===== src/rtl/output_layer_backprop_scheduler.sv =====
// Sequences one training sample's output-layer nodes through the FP32 back-prop point unit
// and gathers the in-order delta/error results, with watchdog and overrun reporting.
module output_layer_backprop_scheduler #(
  parameter int DATA_WIDTH = 32,
  parameter int NUM_NODES  = 4,
  parameter int WATCHDOG   = 32
) (
  input  logic                            clk,
  input  logic                            rst_n,
  input  logic                            i_start,
  input  logic [NUM_NODES*DATA_WIDTH-1:0] i_expected_vec,
  input  logic [NUM_NODES*DATA_WIDTH-1:0] i_node_vec,
  input  logic [NUM_NODES*DATA_WIDTH-1:0] i_point_vec,
  output logic                            o_bp_valid,
  output logic [DATA_WIDTH-1:0]           o_bp_expected,
  output logic [DATA_WIDTH-1:0]           o_bp_node,
  output logic [DATA_WIDTH-1:0]           o_bp_point,
  input  logic                            i_bp_valid,
  input  logic [DATA_WIDTH-1:0]           i_bp_delta,
  input  logic [DATA_WIDTH-1:0]           i_bp_error,
  output logic [NUM_NODES*DATA_WIDTH-1:0] o_delta_vec,
  output logic [NUM_NODES*DATA_WIDTH-1:0] o_error_vec,
  output logic                            o_busy,
  output logic                            o_done,
  output logic                            o_err_timeout,
  output logic                            o_err_overrun
);

  localparam int VW = NUM_NODES * DATA_WIDTH;
  localparam int CW = $clog2(NUM_NODES + 1);
  localparam int WW = $clog2(WATCHDOG + 1);
  localparam logic [CW-1:0] LAST_IDX = CW'(NUM_NODES - 1);
  localparam logic [CW-1:0] N_CNT    = CW'(NUM_NODES);
  localparam logic [WW-1:0] WD_LAST  = WW'(WATCHDOG - 1);

  typedef enum logic [1:0] {S_IDLE, S_ISSUE, S_DRAIN, S_DONE} state_e;

  state_e          state_q, state_d;
  logic [CW-1:0]   iss_q, iss_d;
  logic [CW-1:0]   rx_q, rx_d;
  logic [WW-1:0]   wd_q, wd_d;
  logic [VW-1:0]   exp_q, exp_d;
  logic [VW-1:0]   node_q, node_d;
  logic [VW-1:0]   point_q, point_d;
  logic [VW-1:0]   delta_q, delta_d;
  logic [VW-1:0]   error_q, error_d;
  logic            tmo_q, tmo_d;
  logic            ovr_q, ovr_d;
  logic            accept;

  always_comb begin
    state_d = state_q;
    iss_d   = iss_q;
    rx_d    = rx_q;
    wd_d    = wd_q;
    exp_d   = exp_q;
    node_d  = node_q;
    point_d = point_q;
    delta_d = delta_q;
    error_d = error_q;
    tmo_d   = tmo_q;
    ovr_d   = ovr_q;

    // Results land in arrival order; anything beyond the last slot or outside a run is an overrun.
    accept = i_bp_valid && (state_q == S_ISSUE || state_q == S_DRAIN) && (rx_q < N_CNT);
    if (accept) begin
      delta_d[int'(rx_q)*DATA_WIDTH +: DATA_WIDTH] = i_bp_delta;
      error_d[int'(rx_q)*DATA_WIDTH +: DATA_WIDTH] = i_bp_error;
      rx_d = rx_q + 1'b1;
      wd_d = '0;
    end
    if (i_bp_valid && !accept) ovr_d = 1'b1;

    unique case (state_q)
      S_IDLE: begin
        if (i_start) begin
          state_d = S_ISSUE;
          exp_d   = i_expected_vec;
          node_d  = i_node_vec;
          point_d = i_point_vec;
          iss_d   = '0;
          rx_d    = '0;
          wd_d    = '0;
          delta_d = '0;
          error_d = '0;
          tmo_d   = 1'b0;
          ovr_d   = i_bp_valid;
        end
      end
      S_ISSUE: begin
        if (iss_q == LAST_IDX) begin
          iss_d   = '0;
          state_d = S_DRAIN;
        end else begin
          iss_d = iss_q + 1'b1;
        end
      end
      S_DRAIN: begin
        if (!accept) wd_d = wd_q + 1'b1;
        if (rx_q == N_CNT || wd_q == WD_LAST) begin
          state_d = S_DONE;
          tmo_d   = (rx_d != N_CNT);
        end
      end
      S_DONE: state_d = S_IDLE;
      default: state_d = S_IDLE;
    endcase
  end

  always_ff @(posedge clk or negedge rst_n) begin
    if (!rst_n) begin
      state_q <= S_IDLE;
      iss_q   <= '0;
      rx_q    <= '0;
      wd_q    <= '0;
      exp_q   <= '0;
      node_q  <= '0;
      point_q <= '0;
      delta_q <= '0;
      error_q <= '0;
      tmo_q   <= 1'b0;
      ovr_q   <= 1'b0;
    end else begin
      state_q <= state_d;
      iss_q   <= iss_d;
      rx_q    <= rx_d;
      wd_q    <= wd_d;
      exp_q   <= exp_d;
      node_q  <= node_d;
      point_q <= point_d;
      delta_q <= delta_d;
      error_q <= error_d;
      tmo_q   <= tmo_d;
      ovr_q   <= ovr_d;
    end
  end

  // iss_q is parked at 0 outside ISSUE so the selects below always stay in range.
  assign o_bp_valid    = (state_q == S_ISSUE);
  assign o_bp_expected = o_bp_valid ? exp_q[int'(iss_q)*DATA_WIDTH +: DATA_WIDTH]   : '0;
  assign o_bp_node     = o_bp_valid ? node_q[int'(iss_q)*DATA_WIDTH +: DATA_WIDTH]  : '0;
  assign o_bp_point    = o_bp_valid ? point_q[int'(iss_q)*DATA_WIDTH +: DATA_WIDTH] : '0;
  assign o_delta_vec   = delta_q;
  assign o_error_vec   = error_q;
  assign o_busy        = (state_q != S_IDLE);
  assign o_done        = (state_q == S_DONE);
  assign o_err_timeout = tmo_q;
  assign o_err_overrun = ovr_q;

endmodule


===== config.mk =====
export PLATFORM = sky130hd
export DESIGN_NAME = output_layer_backprop_scheduler
export DESIGN_NICKNAME = d
export VERILOG_FILES = /design/src/rtl/output_layer_backprop_scheduler.sv
export SDC_FILE = /design/constraint.sdc
export NUM_CORES = 1
export LEC_CHECK = 0
export CAP_MARGIN = 20
export CORE_AREA = 2 2 312 314
export DETAILED_ROUTE_END_ITERATION = 10
export DIE_AREA = 0 0 314 316
export GPL_TIMING_DRIVEN = 1
export HOLD_SLACK_MARGIN = 0.08
export PLACE_DENSITY = 0.66
export SETUP_SLACK_MARGIN = 0.5
export SYNTH_ARGS = -nofsm -noshare
export SYNTH_HDL_FRONTEND = slang
export SYNTH_SLANG_ARGS = --single-unit

===== constraint.sdc =====
create_clock -name clk -period 2.9 [get_ports clk]
set_input_delay 0.58 -clock clk [delete_from_list [all_inputs] [get_ports clk]]
set_output_delay 0.58 -clock clk [all_outputs]
set_load 0.05 [all_outputs]

* After elaboration in Yosys (flattened, before gate mapping)
Index checks and enable logic that the tools add are counted.
Word-level totals: register bits after elaboration 656, input bits 452, logic and storage cells 77
Operators by class: add/subtract/negate cells 4, reduce and logical (&&, ||, !) cells 14, mux-type cells 31, equality and inequality tests 10, order comparisons 1, shift-type cells 6
Operator list (count):
- 128-bit two-way mux | 6
- 128-bit by 9-bit indexed part select with 32-bit output | 3
- 128-bit bitwise mux | 2
- 32-bit by 33-bit indexed part select with 128-bit output | 2
- 32-bit by 33-bit variable shift with 128-bit output (first input constant) | 1
- 32-bit two-way mux | 3
- 8-bit negation with 33-bit output | 1
- 6-bit two-way mux | 3
- 3-bit two-way mux | 5
- 6-bit case mux with 2 select lines | 1
- 2-bit case mux with 4 select lines | 1
- 3-bit by 1-bit adder with 3-bit output (second input constant) | 2
- 6-bit by 1-bit adder with 6-bit output (second input constant) | 1
- 6-bit by 5-bit equality test with 1-bit output (second input constant) | 1
- 2-bit two-way mux | 3
- 3-bit case mux with 2 select lines | 1
- 3-bit AND reduction | 2
- 2-bit nonzero test | 3
- 1-bit two-way mux | 5
- 2-bit equality test (second input constant) | 2
- 2-bit by 1-bit != test with 1-bit output (second input constant) | 2
- 2-bit AND reduction | 2
- 3-bit by 2-bit equality test with 1-bit output (second input constant) | 1
- 3-bit equality test (second input constant) | 1
- 9 further kinds | 12

* Longest topological paths before layout
Gate-level depths: netlist of run 1.
depth after elaboration 9, depth in mapped cells 10

* Least setup slack after synthesis of run 1
OpenSTA, ideal clock, no wires.
kind register to output, start register state_q[1], end output port o_bp_point[11], stages on the path, launching flop included 7, buffers on the path 3, slack 0.175 ns, arrival time 2.145 ns, cell sequence dfrtp_1 -> inv_1 -> ha_1 -> buf_2 -> clkbuf_1 -> clkbuf_1 -> and3_1
Between the ends: longest elaborated chain between the ends 2
Ends and longest elaborated chain:
- start, declared | RTL line 38 | state_e state_q, state_d;
- start signal, assigned | RTL line 124 | state_q <= state_d;
- 2-bit by 1-bit equality test with 1-bit output | RTL line 139 | assign o_bp_valid = (state_q == S_ISSUE);
- named net o_bp_valid | RTL line 14 | output logic o_bp_valid,
- 32-bit two-way mux | RTL line 142 | assign o_bp_point = o_bp_valid ? point_q[int'(iss_q)*DATA_WIDTH +: DATA_WIDTH] : '0;
- end, declared | RTL line 17 | output logic [DATA_WIDTH-1:0] o_bp_point,
The timed path passes the listed nets, and every way through them passes these cells.

* Worst setup path in the final report of run 1
start register iss_q[0], end output port o_bp_expected[4]
Between the ends: longest elaborated chain between the ends 2
Ends and longest elaborated chain:
- start, declared | RTL line 39 | logic [CW-1:0] iss_q, iss_d;
- start signal, assigned | RTL line 125 | iss_q <= iss_d;
- 128-bit by 9-bit indexed part select with 32-bit output | RTL line 140 | assign o_bp_expected = o_bp_valid ? exp_q[int'(iss_q)*DATA_WIDTH +: DATA_WIDTH] : '0;
- 32-bit two-way mux | RTL line 140
- end, declared | RTL line 15 | output logic [DATA_WIDTH-1:0] o_bp_expected,
Every way passes these cells.

==> metrics.md, run 1 <==
| Metric | Value |
|---|---|
| Top cells by area, synth | dfrtp_1 (56%), nand2_1 (17%), mux4_2 (7.4%), nand3_1 (3.3%), nand3_2 (2.5%) |
| Placed inst area | about 38000 um^2 |
| Wirelength, routed | 103000 um |
| Initial core utilization | 0.303 |
| Distinct cell type count after synthesis | between 40 and 50 |
| Clock root cell | clkbuf_16 |
| Worst EP arrival | around 2.4 ns |
| Post-synth top area cell | dfrtp_1 |
| Min-Delay Path Class | in2reg |
| Syn Area/Cell | around 9.8 um^2 |
| Std cell rows | approximately 110 |
| Bufs on Longest Clock Path | 3 |
| Internal power | between 0.02 and 0.03 W |
| Synth Warn # | 0 |
| Via count | ~25k |
| Seq/Total Area, Yosys | 0.565 |
| Clock power frac | 0.231 |
| Critical path capture point type | output port |
| Post-synth top area share | 0.565 |
| Antenna violations before repair | 15 |
| CTS buffer count | 75 |
| Setup violations, final | 68 |
| WL/cell | between 20 and 25 um |
| Comb power frac | 0.445 |
| FF/Latch Area | roughly 16000 um^2 |
| Finished Core Util | 0.436 |
| DP HPWL | between 70000 and 80000 um |
| Ys async rst share | 1.00 |
| Max Slew Vio Count | 0 |
| Dpl cells | between 4k and 5k |
| Leakage | around 21 nW |
| #FFs+latches synth | roughly 660 |
| Most frequent cell after synthesis | nand2_1 |
| Dpl ws | around 0.28 ns |
| Post-route clock period utilization | 1.03 |
| Core Region | between 90000 and 100000 um^2 |
| Total track usage | 0.201 |
| Commonest cells in the netlist | nand2_1 (1285), dfrtp_1 (656), nand3_1 (189) |
| Die Span X | around 310 um |
| CP Class | reg2out |
| Non-filler cells, final | 5069 |
| Io pins | just over 800 |
| Net Sw Frac | 0.409 |
| Share of cells above drive strength 1 | 0.171 |
| Relative max-transition margin | 0.505 |
| Final net count | roughly 4.2k |
| Synth Net Count | roughly 3.4k |
| First-pass GRT wire length | around 150000 um |
| GR Overflow Total | 0 |
| Max_cap viols | 0 |
| Critical path required time | 2.32 ns |
| Area growth syn-to-layout | 44.1% |
| Failing checks | negative setup slack |
| H-tree Lvls | 3 |
| Multi-input gate area | 11700 um^2 |
| Routability cong. | 0.903 |
| Vias in the first global route | 25.2k |
| Clock Sinks | 656 |
| Die footprint | between 90000 and 100000 um^2 |
| Clock latency on the worst-skew pair | 0.64 ns |
| Final hold vios | 0 |
| VDD IR max | slightly below 0.6 mV |
| Synth Cell Area | approximately 29000 um^2 |
| Status | complete, but fails checks |
| Primary FF master, synth | dfrtp_1 |
| Max Fclk | between 300 and 400 MHz |
| Period minus WS final | roughly 3.0 ns |
| Worst Setup Start Kind | register |
| RSZ-0062 raised after global routing | yes |
| Post-synth EDFFs | 0 |
| Final Power | 0.0449 W |
| Die height | ~320 um |
| Port Buffers | ~800 |
| Number of remaining DRC errors | 0 |
| DRT Pass-1 Iters | 5 |
| Mapped Cells | around 3.0k |
| Largest net degree at the start of global routing | approximately 130 |
| Psw | 0.0184 W |
| CP Max Fanout | 13 |
| Slack of the critical path | -0.0932 ns |
| Slew @ Worst Pin | between 0.7 and 0.8 ns |
| FILL cells | 9180 |
| Clock Skews | around 0.026 ns |
| Part of the power in registers | 0.324 |
| CTS tree | done |
| PD cells | ~1100 nW/um^2 |
| Detailed Route Iter0 Violations | about 1.9k |
| Drt via density | 4.89 |
| Post-DRT Antenna Nets | 0 |
| Final Cell Area | 41900 um^2 |
| Clock slew at reported path FFs | 0.06 ns |
placed cells by master, fill, tap and decap left out, drive strengths merged, types with 2 or more instances in the layout:
cell,n
nand2,1285
mux4,96
diode,7
o21ai,197
ha,10
clkdlybuf4s50,450
clkbuf,105
a21oi,70
dfrtp,656
bufinv,11
mux2i,3
dlygate4sd2,258
and3b,2
buf,210
nand3,262
a31oi,2
nor2,9
clkinv,20
nor2b,2
clkinvlp,2
and3,97
xnor2,3
nor3,3
nand4,3
inv,9
a22oi,3
state kept, by name (all words and copies together), names as in the netlist:
| signal | cells |
|---|---|
| point_q | 128 |
| exp_q | 128 |
| o_err_timeout | 1 |
| o_error_vec | 128 |
| o_delta_vec | 128 |
| state_q | 2 |
| o_err_overrun | 1 |
| wd_q | 6 |
| iss_q | 3 |
| rx_q | 3 |
| node_q | 128 |
layout make-up:
cell class,count,area share
antenna,7,0.000418
clock buffer,103,0.0519
clock inverter,34,0.0131
inverter,8,0.000747
multi-input combinational,2063,0.279
sequential,656,0.392
tap,1276,0.0381
timing repair buffer,922,0.225
per-stage QoR:
stage / hold WS, ns / TNS (ns)
after floorplan: 0.284 / 0
after global placement: 0.452 / 0
after detailed placement: 0.457 / 0
after CTS: 0.409 / -11.16
after global routing: 0.436 / -11.57
final: 0.465 / -3.26
worst max-delay path: stages, from the launching register on:
cell and delay, ns:
dfrtp_4 0.46, buf_12 0.19, buf_12 0.19, mux4_2 0.52
and3_1 0.20, buf_4 0.19
timing repair:
action | CTS | global route
endpoints found under the hold margin | 32 | 0
gates cloned | 3 | 2
pin swaps | 0 | 1
gates resized for setup | 381 | 37
setup buffers | 13 | 9
hold buffers | 1 | 0
setup endpoints to repair | 356 | 186
power by group through the flow:
stage               logic (W)  clock network (W)  registers [W]
global route           0.0215             0.0110         0.0149
global placement       0.0191                  0         0.0146
CTS                    0.0198             0.0106         0.0145
detailed placement     0.0193                  0         0.0147
finish                 0.0200             0.0104         0.0146
floorplan              0.0102                  0         0.0169
final timing paths:
check | slack, ns | to | start | cells after the start
max | -0.09 | o_bp_expected[4] | iss_q[0] | 5
min | 0.46 | node_q[15] | i_node_vec[15] | 3
max reg2reg | 0.63 | o_delta_vec[19] | state_q[0] | 8
min reg2reg | 0.47 | exp_q[103] | exp_q[103] | 2
max in group asynchronous | 1.38 | o_error_vec[110] | rst_n | 3
min in group asynchronous | 0.51 | exp_q[0] | rst_n | 2
cell families (layout without fill, tap and decap cells):
group,Yosys count,after routing,synth area share
buffers and inverters,239,1067,0.0451
multiplexers,100,100,0.0758
adder cells (fa/ha/maj),10,10,0.00430
AO/OA/AOI/OAI,281,281,0.0590
flip-flops,656,656,0.565
other,0,7,0
AND/OR/NAND/NOR,1668,1668,0.250
XOR/XNOR,4,4,0.00120
routing by layer:
layer	vias to the layer above	track usage	share of wire
li1	11309	-	-
met2	967	0.330	0.48
met1	12304	0.252	0.40
met4	10	0.0846	0.036
met5	-	0	0.00061
met3	182	0.0536	0.077
Note: power is estimated with default switching activity, not from simulation.
==> run 2: changes to the inputs <==
SKIP_LAST_GASP = 1   (was not set)
==> run 2 against run 1 <==
  * Non-clock buffer count unchanged
  * Register-to-register slack got worse by 0.02 ns
  * Hold slack improved by 0.0026 ns
  * Utilization about the same
  * Sequential share of layout area about the same
  * Cell area about the same
  * The run still ends with negative setup slack left
  * Setup slack got worse by 0.0053 ns
  * Clock skew decreased by 0.0018 ns
  * Wire length about the same
  * Combinational power about the same
  * First-iteration DRC count increased by 2.9%
  * Sequential power about the same
==> metrics.md, run 2 (same netlist as run 1, synthesis figures left out) <==
| Metric | Value |
|---|---|
| Clock latency on the worst-skew pair | 0.64 ns |
| Final hold vios | 0 |
| Reg2reg path depth | 8 |
| Final net count | 4188 |
| Period minus WS final | approximately 3.0 ns |
| CTS tree | done |
| CP cell instances | buf_12 -> buf_4 -> mux4_2 -> and3_1 -> buf_4 |
| Area growth syn-to-layout | 44.2% |
| Leakage | roughly 21 nW |
| CP Max Fanout | 10 |
| Die Span X | between 300 and 400 um |
| Clock root cell | clkbuf_16 |
| Commonest non-fill, non-tap cells in the layout | nand2_1 (1284), dfrtp_1 (652), clkdlybuf4s50_1 (450) |
| Status | complete, but fails checks |
| Biggest cell delay along the critical path | 0.51 ns |
| DP HPWL | a little over 70000 um |
| Critical path required time | between 2 and 2.5 ns |
| Psw | ~0.018 W |
| Antenna violations before repair | 15 |
| Total track usage | 0.201 |
| RSZ-0062 raised after global routing | yes |
| CTS buffer count | 75 |
| Min-delay src | i_expected_vec[33] |
| Failing checks | negative setup slack |
| Comb power frac | 0.444 |
| Port Buffers | a little over 800 |
| CP Class | reg2out |
| Number of remaining DRC errors | 0 |
| Std cell rows | ~110 |
| Worst r2r src | rx_q[1] |
| Setup violations, final | between 70 and 80 |
| Io pins | 809 |
| Top delay family on crit path | buffers and inverters |
| Min-Delay Path Class | in2reg |
| Bufs on Longest Clock Path | 3 |
| WHS Path Cells | 3 |
| Initial core utilization | 0.303 |
| WL/cell | around 20 um |
| DRT Pass-1 Iters | 6 |
| First-pass GRT wire length | about 150000 um |
| Clock Sinks | roughly 660 |
| Core Region | between 90000 and 100000 um^2 |
| Worst Hold End | exp_q[33] |
| Post-route clock period utilization | 1.03 |
| Wirelength, routed | around 100000 um |
| Relative max-transition margin | 0.524 |
| Slew @ Worst Pin | 0.717 ns |
| Max Fclk | ~330 MHz |
| Final Power | 0.0449 W |
| Slack of the critical path | -0.0985 ns |
| Clock slew at reported path FFs | 0.06 ns |
| Worst EP arrival | between 2 and 2.5 ns |
| Clock Skews | approximately 0.024 ns |
| H-tree Lvls | 3 |
| Share of cells above drive strength 1 | 0.168 |
| Part of the power in registers | 0.324 |
| Vias in the first global route | between 20k and 30k |
| Worst path bufs/invs | 3 |
| Critical path capture point type | output port |
| Commonest non-fill, non-tap cell in the layout | nand2_1 |
| Detailed Route Iter0 Violations | between 1.5k and 2k |
| Die footprint | about 100000 um^2 |
| Slowest cell on crit path | mux4_2 |
| Net Sw Frac | 0.409 |
| Routability cong. | approximately 0.9 |
| FF-to-FF setup slack | about 0.61 ns |
| Via count | about 25k |
| GR Overflow Total | 0 |
| PD cells | roughly 1100 nW/um^2 |
| VDD IR max | 0.584 mV |
| Reg2reg end | o_error_vec[96] |
| Largest net degree at the start of global routing | 129 |
| Most used cell, CP | buf_4 |
| Die height | between 300 and 400 um |
| Post-DRT Antenna Nets | 0 |
| Drt via density | between 4 and 5 |
| Worst Setup Start Kind | register |
| Max Slew Vio Count | 0 |
| Internal power | approximately 0.027 W |
| Finished Core Util | 0.437 |
| Clock power frac | 0.231 |
| Max_cap viols | 0 |
run 2: cell count changes in the layout (fill, tap and decap cells not counted), moves of 12 or more:
| cell | previous run | this run |
|---|---|---|
| dlygate4sd2_1 | 258 | 213 |
| dlymetal6s2s_1 | 0 | 45 |
| buf_4 | 99 | 113 |
| and3_1 | 45 | 57 |
| and3_4 | 52 | 40 |
| buf_6 | 35 | 23 |
run 2: what timing repair did:
item / in CTS / in global routing
setup buffers: 13 / 9
cloned: 3 / 2
hold endpoints to repair: 32 / 0
endpoints found under the setup margin: 356 / 231
pin swaps: 0 / 1
gates resized for setup: 286 / 100
hold buffers: 1 / 0
run 2: how the worst max path moves through the flow:
| stage | start | end | slack, ns | depth (start not counted) |
|---|---|---|---|---|
| after floorplan | state_q[1] | o_bp_point[11] | 0.45 | 6 |
| after global placement | i_bp_valid | o_delta_vec[15] | 0.34 | 7 |
| after detailed placement | i_bp_valid | o_error_vec[13] | 0.28 | 7 |
| after CTS | iss_q[0] | o_bp_node[7] | -0.19 | 5 |
| after global routing | iss_q[0] | o_bp_node[7] | -0.19 | 5 |
| final | iss_q[0] | o_bp_node[7] | -0.1 | 5 |
run 2: cell type report:
class                      instances  area, um^2
antenna                            7        17.5
clock buffer                     103        2170
clock inverter                    34         548
fill                            9161       54100
inverter                           8        31.3
multi-input combinational       2063       11600
sequential                       656       16400
tap                             1276        1600
timing repair buffer             922        9510
run 2: worst reg2reg max path: stages (launching register included):
cell     delay, ns
dfrtp_1       0.43
inv_1         0.13
ha_1          0.23
ha_1          0.34
and2b_2       0.25
and3_4        0.24
buf_12        0.25
nand3_1       0.16
a21oi_1       0.19
run 2: stage by stage:
stage | setup TNS (ns) | setup slack, ns | instances | instance area [um^2] | hold WS (ns)
2_1_floorplan | 0 | 0.451 | 2958 | 29100 | 0.284
3_3_place_gp | 0 | 0.337 | 4897 | 38500 | 0.452
3_5_place_dp | 0 | 0.279 | 4897 | 38500 | 0.457
4_1_cts | -12.15 | -0.191 | 5051 | 41400 | 0.409
5_1_grt | -12.32 | -0.190 | 5069 | 41900 | 0.436
6_report | -3.44 | -0.0985 | 5069 | 41900 | 0.467
run 2: layer usage:
| metal | wire length [um] | share of wire | GRT usage |
|---|---|---|---|
| met3 | 8170 | 0.079 | 0.0529 |
| met5 | 78 | 0.00075 | 0 |
| met1 | 41700 | 0.40 | 0.252 |
| met4 | 3890 | 0.038 | 0.0853 |
| met2 | 49600 | 0.48 | 0.329 |
run 2: power groups by stage:
stage | logic [W] | registers [W] | clock network (W)
after CTS | 0.0197 | 0.0145 | 0.0106
final | 0.0199 | 0.0146 | 0.0104
after floorplan | 0.0102 | 0.0169 | 0
after detailed placement | 0.0193 | 0.0147 | 0
after global placement | 0.0191 | 0.0146 | 0
after global routing | 0.0214 | 0.0149 | 0.0110
